$ cat config.mk
export PLATFORM = sky130hd
export DESIGN_NAME = multicycle_control_unit_flat
export DESIGN_NICKNAME = d
export VERILOG_FILES = /design/src/rtl/multicycle_control_unit_if.sv /design/src/rtl/multicycle_control_unit.sv /design/src/flat_wrapper.sv
export SDC_FILE = /design/constraint.sdc
export NUM_CORES = 1
export LEC_CHECK = 0
export ABC_AREA = 1
export BUFFER_PORTS_ARGS = -buffer_cell sky130_fd_sc_hd__buf_2
export CORE_MARGIN = 10
export CORE_UTILIZATION = 29
export DETAILED_ROUTE_END_ITERATION = 10
export PLACE_DENSITY = 0.62
export SYNTH_ARGS = -nofsm -noshare
export SYNTH_HDL_FRONTEND = slang
export SYNTH_SLANG_ARGS = --single-unit
$ cat constraint.sdc
create_clock -name clk -period 2.71 [get_ports clk]
set_clock_uncertainty 0.1 [all_clocks]
set_input_delay 0 -clock clk [delete_from_list [all_inputs] [get_ports clk]]
set_output_delay 0 -clock clk [all_outputs]
set_load 0.005 [all_outputs]
$ cat src/rtl/multicycle_control_unit_if.sv
// Control bundle between the multicycle MIPS datapath (master) and its control FSM (slave).
interface multicycle_control_unit_if #(
  parameter int CNT_WIDTH = 16
);
  logic [5:0]           instr_op;
  logic                 mem_ready;
  logic                 pc_write;
  logic                 pc_write_cond;
  logic                 i_or_d;
  logic                 mem_read;
  logic                 mem_write;
  logic                 ir_write;
  logic                 reg_dst;
  logic                 mem_to_reg;
  logic                 reg_write;
  logic                 alu_src_a;
  logic [1:0]           alu_src_b;
  logic [1:0]           alu_op;
  logic [1:0]           pc_source;
  logic [3:0]           state;
  logic                 illegal_op;
  logic [CNT_WIDTH-1:0] retired_count;

  modport master (
    output instr_op, mem_ready,
    input  pc_write, pc_write_cond, i_or_d, mem_read, mem_write, ir_write, reg_dst,
           mem_to_reg, reg_write, alu_src_a, alu_src_b, alu_op, pc_source, state,
           illegal_op, retired_count
  );

  modport slave (
    input  instr_op, mem_ready,
    output pc_write, pc_write_cond, i_or_d, mem_read, mem_write, ir_write, reg_dst,
           mem_to_reg, reg_write, alu_src_a, alu_src_b, alu_op, pc_source, state,
           illegal_op, retired_count
  );
endinterface

$ cat src/rtl/multicycle_control_unit.sv
// Multicycle MIPS control FSM: sequences one shared memory port through fetch/decode/
// execute/memory/writeback, flags illegal opcodes and counts retired instructions.
module multicycle_control_unit #(
  parameter bit TRAP_ON_ILLEGAL = 1'b1,
  parameter bit ENABLE_JUMP     = 1'b1,
  parameter int CNT_WIDTH       = 16
) (
  input  logic                      clk,
  input  logic                      rst_n,
  multicycle_control_unit_if.slave  cu
);
  // state | meaning: FETCH ir load + pc+4 | DECODE branch target | MEM_ADDR/MEM_RD/MEM_WB lw
  // MEM_WR sw | R_EXEC/R_WB r-type | BRANCH beq | JUMP j | ADDI_EXEC/ADDI_WB addi | TRAP halted
  typedef enum logic [3:0] {
    S_FETCH     = 4'd0,
    S_DECODE    = 4'd1,
    S_MEM_ADDR  = 4'd2,
    S_MEM_RD    = 4'd3,
    S_MEM_WB    = 4'd4,
    S_MEM_WR    = 4'd5,
    S_R_EXEC    = 4'd6,
    S_R_WB      = 4'd7,
    S_BRANCH    = 4'd8,
    S_JUMP      = 4'd9,
    S_ADDI_EXEC = 4'd10,
    S_ADDI_WB   = 4'd11,
    S_TRAP      = 4'd12
  } state_e;

  localparam logic [5:0] OP_RTYPE = 6'b000000;
  localparam logic [5:0] OP_LW    = 6'b100011;
  localparam logic [5:0] OP_SW    = 6'b101011;
  localparam logic [5:0] OP_BEQ   = 6'b000100;
  localparam logic [5:0] OP_ADDI  = 6'b001000;
  localparam logic [5:0] OP_J     = 6'b000010;

  localparam state_e ILLEGAL_NEXT = TRAP_ON_ILLEGAL ? S_TRAP : S_FETCH;

  typedef struct packed {
    logic       pc_write;
    logic       pc_write_cond;
    logic       i_or_d;
    logic       mem_read;
    logic       mem_write;
    logic       ir_write;
    logic       reg_dst;
    logic       mem_to_reg;
    logic       reg_write;
    logic       alu_src_a;
    logic [1:0] alu_src_b;
    logic [1:0] alu_op;
    logic [1:0] pc_source;
    logic       illegal_op;
  } ctrl_t;

  state_e               state_q, state_d;
  logic [CNT_WIDTH-1:0] cnt_q, cnt_d;
  logic                 retire;
  ctrl_t                ctrl, ctrl_o;

  always_ff @(posedge clk or negedge rst_n) begin
    if (!rst_n) begin
      state_q <= S_FETCH;
      cnt_q   <= '0;
    end else begin
      state_q <= state_d;
      cnt_q   <= cnt_d;
    end
  end

  always_comb begin
    state_d = state_q;
    ctrl    = '0;
    retire  = 1'b0;
    case (state_q)
      S_FETCH: begin
        ctrl.mem_read  = 1'b1;
        ctrl.alu_src_b = 2'b01;
        ctrl.ir_write  = cu.mem_ready;
        ctrl.pc_write  = cu.mem_ready;
        if (cu.mem_ready) state_d = S_DECODE;
      end
      S_DECODE: begin
        ctrl.alu_src_b = 2'b11;
        case (cu.instr_op)
          OP_RTYPE:     state_d = S_R_EXEC;
          OP_LW, OP_SW: state_d = S_MEM_ADDR;
          OP_BEQ:       state_d = S_BRANCH;
          OP_ADDI:      state_d = S_ADDI_EXEC;
          OP_J:         state_d = ENABLE_JUMP ? S_JUMP : ILLEGAL_NEXT;
          default:      state_d = ILLEGAL_NEXT;
        endcase
      end
      S_MEM_ADDR: begin
        ctrl.alu_src_a = 1'b1;
        ctrl.alu_src_b = 2'b10;
        state_d = (cu.instr_op == OP_LW) ? S_MEM_RD : S_MEM_WR;
      end
      S_MEM_RD: begin
        ctrl.mem_read = 1'b1;
        ctrl.i_or_d   = 1'b1;
        if (cu.mem_ready) state_d = S_MEM_WB;
      end
      S_MEM_WB: begin
        ctrl.mem_to_reg = 1'b1;
        ctrl.reg_write  = 1'b1;
        retire  = 1'b1;
        state_d = S_FETCH;
      end
      S_MEM_WR: begin
        ctrl.mem_write = 1'b1;
        ctrl.i_or_d    = 1'b1;
        if (cu.mem_ready) begin
          retire  = 1'b1;
          state_d = S_FETCH;
        end
      end
      S_R_EXEC: begin
        ctrl.alu_src_a = 1'b1;
        ctrl.alu_op    = 2'b10;
        state_d = S_R_WB;
      end
      S_R_WB: begin
        ctrl.reg_dst   = 1'b1;
        ctrl.reg_write = 1'b1;
        retire  = 1'b1;
        state_d = S_FETCH;
      end
      S_BRANCH: begin
        ctrl.alu_src_a     = 1'b1;
        ctrl.alu_op        = 2'b01;
        ctrl.pc_write_cond = 1'b1;
        ctrl.pc_source     = 2'b01;
        retire  = 1'b1;
        state_d = S_FETCH;
      end
      S_JUMP: begin
        ctrl.pc_write  = 1'b1;
        ctrl.pc_source = 2'b10;
        retire  = 1'b1;
        state_d = S_FETCH;
      end
      S_ADDI_EXEC: begin
        ctrl.alu_src_a = 1'b1;
        ctrl.alu_src_b = 2'b10;
        state_d = S_ADDI_WB;
      end
      S_ADDI_WB: begin
        ctrl.reg_write = 1'b1;
        retire  = 1'b1;
        state_d = S_FETCH;
      end
      S_TRAP: begin
        ctrl.illegal_op = 1'b1;
        state_d = S_TRAP;
      end
      default: state_d = S_FETCH;
    endcase
    cnt_d = cnt_q + CNT_WIDTH'(retire);
  end

  // Reset forces every output low, including the FETCH strobes.
  assign ctrl_o = rst_n ? ctrl : '0;

  assign cu.pc_write      = ctrl_o.pc_write;
  assign cu.pc_write_cond = ctrl_o.pc_write_cond;
  assign cu.i_or_d        = ctrl_o.i_or_d;
  assign cu.mem_read      = ctrl_o.mem_read;
  assign cu.mem_write     = ctrl_o.mem_write;
  assign cu.ir_write      = ctrl_o.ir_write;
  assign cu.reg_dst       = ctrl_o.reg_dst;
  assign cu.mem_to_reg    = ctrl_o.mem_to_reg;
  assign cu.reg_write     = ctrl_o.reg_write;
  assign cu.alu_src_a     = ctrl_o.alu_src_a;
  assign cu.alu_src_b     = ctrl_o.alu_src_b;
  assign cu.alu_op        = ctrl_o.alu_op;
  assign cu.pc_source     = ctrl_o.pc_source;
  assign cu.illegal_op    = ctrl_o.illegal_op;
  assign cu.state         = rst_n ? state_q : 4'd0;
  assign cu.retired_count = rst_n ? cnt_q : '0;
endmodule

$ cat src/flat_wrapper.sv
// flat-port wrapper written by rule: the top's interface ports become plain ports
module multicycle_control_unit_flat 
#(
  parameter bit TRAP_ON_ILLEGAL = 1'b1,
  parameter bit ENABLE_JUMP     = 1'b1,
  parameter int CNT_WIDTH       = 16
)
  (clk, rst_n, cu_instr_op, cu_mem_ready, cu_pc_write, cu_pc_write_cond, cu_i_or_d, cu_mem_read, cu_mem_write, cu_ir_write, cu_reg_dst, cu_mem_to_reg, cu_reg_write, cu_alu_src_a, cu_alu_src_b, cu_alu_op, cu_pc_source, cu_state, cu_illegal_op, cu_retired_count);
  multicycle_control_unit_if #(.CNT_WIDTH(CNT_WIDTH)) cu_i ();
  input  logic clk;
  input  logic rst_n;
  input wire logic [$bits(cu_i.instr_op)-1:0] cu_instr_op;
  input wire logic [$bits(cu_i.mem_ready)-1:0] cu_mem_ready;
  output wire logic [$bits(cu_i.pc_write)-1:0] cu_pc_write;
  output wire logic [$bits(cu_i.pc_write_cond)-1:0] cu_pc_write_cond;
  output wire logic [$bits(cu_i.i_or_d)-1:0] cu_i_or_d;
  output wire logic [$bits(cu_i.mem_read)-1:0] cu_mem_read;
  output wire logic [$bits(cu_i.mem_write)-1:0] cu_mem_write;
  output wire logic [$bits(cu_i.ir_write)-1:0] cu_ir_write;
  output wire logic [$bits(cu_i.reg_dst)-1:0] cu_reg_dst;
  output wire logic [$bits(cu_i.mem_to_reg)-1:0] cu_mem_to_reg;
  output wire logic [$bits(cu_i.reg_write)-1:0] cu_reg_write;
  output wire logic [$bits(cu_i.alu_src_a)-1:0] cu_alu_src_a;
  output wire logic [$bits(cu_i.alu_src_b)-1:0] cu_alu_src_b;
  output wire logic [$bits(cu_i.alu_op)-1:0] cu_alu_op;
  output wire logic [$bits(cu_i.pc_source)-1:0] cu_pc_source;
  output wire logic [$bits(cu_i.state)-1:0] cu_state;
  output wire logic [$bits(cu_i.illegal_op)-1:0] cu_illegal_op;
  output wire logic [$bits(cu_i.retired_count)-1:0] cu_retired_count;
  assign cu_i.instr_op = cu_instr_op;
  assign cu_i.mem_ready = cu_mem_ready;
  assign cu_pc_write = cu_i.pc_write;
  assign cu_pc_write_cond = cu_i.pc_write_cond;
  assign cu_i_or_d = cu_i.i_or_d;
  assign cu_mem_read = cu_i.mem_read;
  assign cu_mem_write = cu_i.mem_write;
  assign cu_ir_write = cu_i.ir_write;
  assign cu_reg_dst = cu_i.reg_dst;
  assign cu_mem_to_reg = cu_i.mem_to_reg;
  assign cu_reg_write = cu_i.reg_write;
  assign cu_alu_src_a = cu_i.alu_src_a;
  assign cu_alu_src_b = cu_i.alu_src_b;
  assign cu_alu_op = cu_i.alu_op;
  assign cu_pc_source = cu_i.pc_source;
  assign cu_state = cu_i.state;
  assign cu_illegal_op = cu_i.illegal_op;
  assign cu_retired_count = cu_i.retired_count;
  multicycle_control_unit #(.TRAP_ON_ILLEGAL(TRAP_ON_ILLEGAL), .ENABLE_JUMP(ENABLE_JUMP), .CNT_WIDTH(CNT_WIDTH)) u_core (.clk(clk), .rst_n(rst_n), .cu(cu_i));
endmodule
==> qor.csv, run 1 <==
metric,value,unit
Yosys top cell area share,33.4,%
nets@finish,284,
Final Critical Period,2190,ps
core area,0.00507,mm2
MaxCap Viol Count,0,
failing checks,negative hold slack,
post-synthesis mux area share,0,%
Worst-Skew Late Latency,260,ps
fin. max-slew vios,0,
# diodes,0,
Clock Tree Buf Depth,2,
ranking of synthesized cells by area,"dfrtp_1 33%, nand2_1 15%, inv_1 11%",
Cells after DPL,336,
TritonRoute pass-1 iters,6,
Post-route DRC,0,
port buffer count,45,
root buffer cell,clkbuf_8,
Synth Net Count,236,
DRT Wirelength,3730,um
CP max FO,7,
Final Hold Viols,1,
"FF+latch count, synth",20,
Pleak,1.17,nW
vias in the first global route,1454,
post-detail-place hpwl,3120,um
Die W,91.9,um
Mapped Cells,225,
Total Routing Usage GR,8.91,%
Num CTS Buffers,3,
"commonest non-fill, non-tap cell in the layout",nand2_1,
"Arr. time, crit path",2240,ps
Rows,26,
Slew HR,71.7,%
syn_area_per_cell,6.67,um2
placed inst area,0.00179,mm2
fmax,456,MHz
H-Tree Depth,1,
post-route insts no fill,342,
Clock Pin Slew Worst Setup and Hold Paths,70,ps
Hold WC Path Type,in -> reg,
CTS sink cnt,20,
die area,0.00845,mm2
largest net degree at the start of global routing,23,
GPL Wtd Cong,0.879,
fillers,564,
RSZ-0062 raised after global routing,false,
io pins,46,
synthesized-area fraction occupied by adder cells,1.67,%
status,finished with violations,
r2r endpoint,u_core.cnt_q[12],
die height,91.9,um
Synth Cell Area,0.00150,mm2
setup TNS,0,ps
antenna violations before repair,0,
first-pass GRT wire length,6400,um
layout cells sized above 1,26.8,%
total grt overflow,0,
Post-Synth Simple-Gate Area,37.7,%
worst r2r path cells,11,
CP endpoint,u_core.cnt_q[12],
post_cts resized,0,
Initial DRC Count,88,
most frequent cells in the layout,"58 x nand2_1, 45 x buf_2, 42 x inv_1",
Yosys top cell by area,dfrtp_1,
asr flop ratio synth,100,%
Main synth FF type,dfrtp_1,
pwr dens,682,mW/mm2
Worst Tran Pin Value,424,ps
R2R Path Start,u_core.state_q[1],
CTS tree,built,
largest family of logic cells by synthesized area,simple AND/OR/NAND/NOR gates,
Setup Buffers After CTS,0,
initial core utilization,29.6,%
Yosys cell types,28,
Syn-to-layout area delta,24.6,%
R2R setup slack,520,ps
xor and xnor area share after synthesis,8.17,%
maximum vdd drop,0.241,mV
CP startpoint,u_core.state_q[1],
synth warn,0,
"Hold-fix buffers, CTS",2,
fin crit share,81.0,%
Hold Worst Slack,-2.07,ps
crit path kind,reg -> reg,
final instance area,0.00187,mm2
register area share after synthesis,33.4,%
number of synthesized flops with an enable pin,0,
CP startpoint kind,flop,
DR WL/cell,10.9,um
Routed Antenna Nets,0,
Worst setup EP type,flop,
final setup fails,0,
compound-cell area share of the yosys netlist,5.34,%
Util after Layout,36.8,%
Via density,4.23,
CP required,2750,ps
Vias,1447,
[state kept, by name (all words and copies together) (netlist names)]
name / flops
u_core.cnt_q: 16
u_core.state_q: 4
[final cells by class]
cell class / instances / area, um2 / area share, %
Clock buffer: 4 / 55.1 / 2.95
Inverter: 48 / 180 / 9.64
Multi-Input combinational cell: 152 / 793 / 42.4
Sequential cell: 20 / 500 / 26.8
Tap cell: 70 / 87.6 / 4.69
Timing Repair Buffer: 48 / 253 / 13.5
[routing by layer]
| metal | routed length [um] | track usage (%) | up-vias | share of wire, % |
|---|---|---|---|---|
| met5 | 0 | 0 | - | 0 |
| met4 | 74 | 4.24 | 0 | 2.0 |
| met3 | 138 | 1.47 | 6 | 3.7 |
| met2 | 1870 | 15.8 | 30 | 50 |
| met1 | 1640 | 10.1 | 640 | 44 |
| li1 | - | - | 771 | - |
[worst max-delay path: stages, from the launching register on]
cell and delay, ps:
dfrtp_1 470, inv_2 120, nand2_2 90, nor2_4 150
inv_1 80, o221ai_1 190, ha_1 230, ha_1 220
nand3_1 130, inv_1 90, nand3_1 80, xnor2_1 130
[per-stage QoR]
stage,power [mW],worst slack [ps]
floorplan,0.867,744
global placement,1.05,566
detailed placement,1.06,511
CTS,1.29,487
global route,1.39,305
finish,1.28,515
[kinds of logic (layout without fill, tap and decap cells)]
| logic type | Yosys count | after routing |
|---|---|---|
| buffers and inverters | 53 | 100 |
| adders and majority gates | 2 | 2 |
| and+or+nand+nor | 123 | 123 |
| AOI/OAI and AO/OA | 13 | 13 |
| xor gates and xnor gates | 14 | 14 |
| DFF | 20 | 20 |
[report_power, final]
group | leakage, nW | internal (mW) | switching, mW | total, mW
clock | 0.0288 | 0.129 | 0.0968 | 0.226
sequential | 0.261 | 0.375 | 0.100 | 0.476
combinational | 0.879 | 0.222 | 0.352 | 0.574
[Yosys cell counts, types with 2 or more instances]
library cell  count
a21oi_1           6
buf_4             2
clkbuf_1          2
dfrtp_1          20
ha_1              2
inv_1            42
inv_2             6
nand2_1          58
nand2_2           5
nand3_1          15
nand4_1           5
nor2_1           26
nor2_2            6
nor2_4            2
nor3_1            3
xnor2_1           7
xor2_1            7
[how the worst min path moves through the flow]
stage	startpoint	endpoint	depth (start not counted)
3_3_place_gp	rst_n	u_core.cnt_q[5]	1
4_1_cts	cu_instr_op[2]	u_core.state_q[1]	4
5_1_grt	cu_instr_op[2]	u_core.state_q[1]	4
2_1_floorplan	rst_n	u_core.cnt_q[0]	0
3_5_place_dp	rst_n	u_core.cnt_q[13]	1
6_report	cu_instr_op[2]	u_core.state_q[1]	4
(Power assumes the default switching activity.)
==> run 2, diff against run 1 <==
clock period = 2.3 ns   (was 2.71 ns; I/O delays follow)
==> run 2 against run 1 <==
Against the previous run:
- the run now ends clean
- register-to-register slack got worse by 340 ps
- via count rose by 3.2%
- die area did not move
- clock power rose by 55%
- sequential cell count did not move
- critical endpoint unchanged
- largest cell class unchanged
- largest power group unchanged
- highest routed layer unchanged
==> qor.csv, run 2 (synthesis gave the netlist of run 1 again) <==
metric,value,unit
DRT Wirelength,3760,um
fin. max-slew vios,0,
total grt overflow,0,
Initial DRC Count,70,
CTS tree,built,
Combinational Power Share,43.6,%
"commonest non-fill, non-tap cell in the layout",nand2_1,
post-route insts no fill,345,
CP required,2360,ps
Slew HR,68.6,%
Syn-to-layout area delta,27.5,%
die height,91.9,um
most used routing layer,met2,
initial core utilization,29.6,%
largest net degree at the start of global routing,26,
Global Route met1 Usage,9.54,%
Net Sw Frac,40.5,%
Worst Tran Pin Value,472,ps
Hold WC Path Type,in -> reg,
Clock Power Share,21.7,%
pwr dens,846,mW/mm2
final setup fails,0,
CP max FO,6,
layout cells sized above 1,28.7,%
# diodes,0,
Rows,26,
Setup WS pre-CTS,139,ps
GPL Wtd Cong,0.911,
max FFs per register,16,
CP startpoint kind,flop,
biggest regs,"u_core.cnt_q (16), u_core.state_q (4)",
total chip power,1.62,mW
cell-internal power,0.962,mW
switching power,0.656,mW
Util after Layout,37.7,%
Largest Register,u_core.cnt_q,
H-Tree Depth,1,
nets@finish,287,
vias in the first global route,1451,
final worst slack,178,ps
MaxCap Viol Count,0,
most frequent cells in the layout,"58 x nand2_1, 45 x buf_2, 42 x inv_1",
fin crit share,92.3,%
GRT met2 Usage,15.9,%
met3 Resource Use GR,2.53,%
Die W,91.9,um
Worst-Skew Late Latency,260,ps
Final Critical Period,2120,ps
Post-route DRC,0,
crit path kind,reg -> reg,
Clock Tree Buf Depth,2,
Worst setup EP type,flop,
antenna violations before repair,0,
fmax,471,MHz
port buffer count,45,
post-detail-place hpwl,3120,um
Routed Antenna Nets,0,
power share of the sequential group,34.7,%
Pleak,1.19,nW
Num CTS Buffers,3,
TritonRoute pass-1 iters,4,
Via density,4.33,
Hold Crit Start,cu_instr_op[2],
DR WL/cell,10.9,um
fillers,571,
Total Routing Usage GR,8.86,%
CTS sink cnt,20,
"Arr. time, crit path",2180,ps
maximum vdd drop,0.237,mV
Clock Pin Slew Worst Setup and Hold Paths,80,ps
io pins,46,
Vias,1494,
die area,0.00845,mm2
R2R Path Start,u_core.state_q[3],
Final Hold Viols,0,
R2R setup slack,180,ps
Cells after DPL,338,
status,finished clean,
first-pass GRT wire length,6350,um
core area,0.00507,mm2
root buffer cell,clkbuf_8,
CP startpoint,u_core.state_q[3],
-- run 2: worst paths after layout --
kind                                      to  depth (start not counted)
max in group asynchronous  u_core.state_q[0]                          3
max                         u_core.cnt_q[12]                         11
max reg2reg                 u_core.cnt_q[12]                         11
min                        u_core.state_q[1]                          4
min reg2reg                 u_core.cnt_q[15]                          1
min in group asynchronous   u_core.cnt_q[13]                          2
-- run 2: layer usage --
metal / vias up / wire [um] / share of wire [%]
met2: 34 / 1860 / 49
met5: - / 0 / 0
met3: 5 / 228 / 6.1
met1: 680 / 1610 / 43
li1: 775 / - / -
met4: 0 / 60 / 1.6
-- run 2: per-stage QoR --
step	hold WS (ps)	instance area, um2	setup TNS (ps)
final	36.9	1910	0
after global routing	74.1	1910	-0.429
after CTS	26.2	1900	0
after detailed placement	-126	1810	0
after global placement	-125	1810	0
after floorplan	-396	1500	0
-- run 2: cell type report --
| cell class | count | area (um2) | area share, % |
|---|---|---|---|
| Timing Repair Buffer | 51 | 275 | 14.4 |
| Sequential cell | 20 | 503 | 26.3 |
| Multi-Input combinational cell | 152 | 796 | 41.6 |
| Clock buffer | 3 | 41.3 | 2.16 |
| Tap cell | 70 | 87.6 | 4.58 |
| Inverter | 48 | 180 | 9.42 |
| Clock inverter | 1 | 30.0 | 1.57 |
-- run 2: power groups by stage --
stage | sequential (mW) | combinational (mW) | clock, mW
CTS | 0.562 | 0.700 | 0.363
global route | 0.578 | 0.799 | 0.378
floorplan | 0.542 | 0.480 | 0
global placement | 0.565 | 0.694 | 0
detailed placement | 0.569 | 0.692 | 0
finish | 0.561 | 0.706 | 0.351
-- run 2: critical path, stage by stage (launching register included) --
cell      delay (ps)
dfrtp_2          450
nor2_2           150
inv_2             80
nor2_4           110
inv_1             80
o221ai_1         190
ha_1             230
ha_2             220
nand3_1          120
inv_1             90
nand3_1           80
xnor2_1          130
-- run 2: repair_timing --
item                       in CTS  in global routing
setup buffers                   0                  1
setup endpoints to repair       0                  3
hold endpoints to repair       22                  0
gates resized for setup         0                  3
hold buffers                    2                  0
==> run 3, diff against run 2 <==
RECOVER_POWER = 50   (was unset)
==> run 3 against run 2 <==
Against the previous run:
- first-iteration DRC count decreased by 27%
- sequential cell count is the same
- routed wire length is 0.35% lower
- global-route usage stayed put
- register-to-register slack improved by 30 ps
- sequential share of layout area increased by 0.23 points
- maximum frequency rose by 1.4%
- critical endpoint unchanged
==> qor.csv, run 3 (synthesis gave the netlist of run 1 again) <==
metric,value,unit
R2R Path Start,u_core.state_q[3],
Hold WC Path Type,in -> reg,
placed inst area,0.00181,mm2
DRT Wirelength,3750,um
Total Routing Usage GR,8.86,%
status,finished clean,
TritonRoute pass-1 iters,4,
crit path kind,reg -> reg,
fin. max-slew vios,0,
biggest regs,"u_core.cnt_q (16), u_core.state_q (4)",
CTS tree,built,
CP startpoint kind,flop,
CTS sink cnt,20,
Post-route DRC,0,
fin crit share,91.0,%
area of the multi-input gates,790,um2
die height,91.9,um
Clock Pin Slew Worst Setup and Hold Paths,80,ps
Cells after DPL,338,
worst r2r path cells,11,
Worst setup EP type,flop,
"Arr. time, crit path",2150,ps
fillers,576,
initial core utilization,29.6,%
port buffer count,45,
CP required,2360,ps
H-Tree Depth,1,
MaxCap Viol Count,0,
Syn-to-layout area delta,26.4,%
Worst Tran Pin Value,715,ps
most frequent cells in the layout,"59 x nand2_1, 42 x inv_1, 40 x buf_2",
core area,0.00507,mm2
Worst-Skew Late Latency,270,ps
maximum vdd drop,0.237,mV
largest net degree at the start of global routing,26,
r2r endpoint,u_core.cnt_q[12],
Die W,91.9,um
Largest Register,u_core.cnt_q,
DR WL/cell,10.9,um
Vias,1491,
die area,0.00845,mm2
Num CTS Buffers,3,
CP startpoint,u_core.state_q[3],
first-pass GRT wire length,6350,um
final instance area,0.00190,mm2
io pins,46,
layout cells sized above 1,25.8,%
Sequential cell area,503,um2
nets@finish,287,
# diodes,0,
root buffer cell,clkbuf_8,
pwr dens,846,mW/mm2
total grt overflow,0,
CP endpoint,u_core.cnt_q[12],
Clock Tree Buf Depth,2,
fmax,478,MHz
R2R setup slack,210,ps
Slew HR,52.3,%
Routed Antenna Nets,0,
RSZ-0062 raised after global routing,false,
final setup fails,0,
Final Critical Period,2090,ps
GPL Wtd Cong,0.911,
Util after Layout,37.4,%
Rows,26,
Initial DRC Count,51,
"commonest non-fill, non-tap cell in the layout",nand2_1,
final worst slack,208,ps
Final Hold Viols,0,
post-detail-place hpwl,3120,um
setup TNS,0,ps
post-route insts no fill,345,
antenna violations before repair,0,
max FFs per register,16,
Via density,4.32,
Setup WS pre-CTS,139,ps
CP max FO,6,
Pleak,1.16,nW
vias in the first global route,1451,
[run 3: power by group]
group          total [mW]  switching (mW)  internal, mW
Combinational       0.691           0.415         0.276
Sequential          0.562           0.117         0.445
Clock               0.351           0.119         0.233
[run 3: metal layers]
layer | routed length (um) | global-route usage, %
met5 | 0 | 0
met4 | 60 | 3.60
met3 | 215 | 2.53
met2 | 1870 | 15.9
met1 | 1610 | 9.54
[run 3: timing repair]
action	4_1_cts	5_1_grt
hold buffers	2	0
resized for setup	0	3
setup endpoints to repair	0	3
buffers inserted	0	1
endpoints found under the hold margin	22	0
[run 3: metrics by stage]
| stage | hold slack (ps) | power, mW |
|---|---|---|
| 2_1_floorplan | -396 | 1.02 |
| 3_3_place_gp | -125 | 1.26 |
| 3_5_place_dp | -126 | 1.26 |
| 4_1_cts | 26.2 | 1.63 |
| 5_1_grt | 74.1 | 1.74 |
| 6_report | 41.3 | 1.60 |
[run 3: final cells by class]
class | count | area share [%]
multi-input cells | 152 | 41.6
flip-flops and latches | 20 | 26.5
repair buffers | 51 | 14.0
inverters | 48 | 9.50
clock inverters | 1 | 1.58
well taps | 70 | 4.62
clock buffers | 3 | 2.18
[run 3: critical path, stage by stage (launching register included)]
cell      delay [ps]
dfrtp_2          450
nor2_2           150
inv_2             80
nor2_4           100
inv_1             70
o221ai_1         180
ha_1             230
ha_2             220
nand3_1          120
inv_1             90
nand3_1           80
xnor2_1          130
[run 3: how the worst min path moves through the flow]
| stage | start | endpoint | slack (ps) | cells past startpoint |
|---|---|---|---|---|
| after global placement | rst_n | u_core.cnt_q[13] | -120 | 1 |
| after CTS | cu_instr_op[2] | u_core.state_q[1] | 30 | 4 |
| final | cu_instr_op[2] | u_core.state_q[1] | 40 | 4 |
| after global routing | cu_instr_op[2] | u_core.state_q[1] | 70 | 4 |
| after floorplan | rst_n | u_core.cnt_q[0] | -400 | 0 |
| after detailed placement | rst_n | u_core.cnt_q[13] | -130 | 1 |
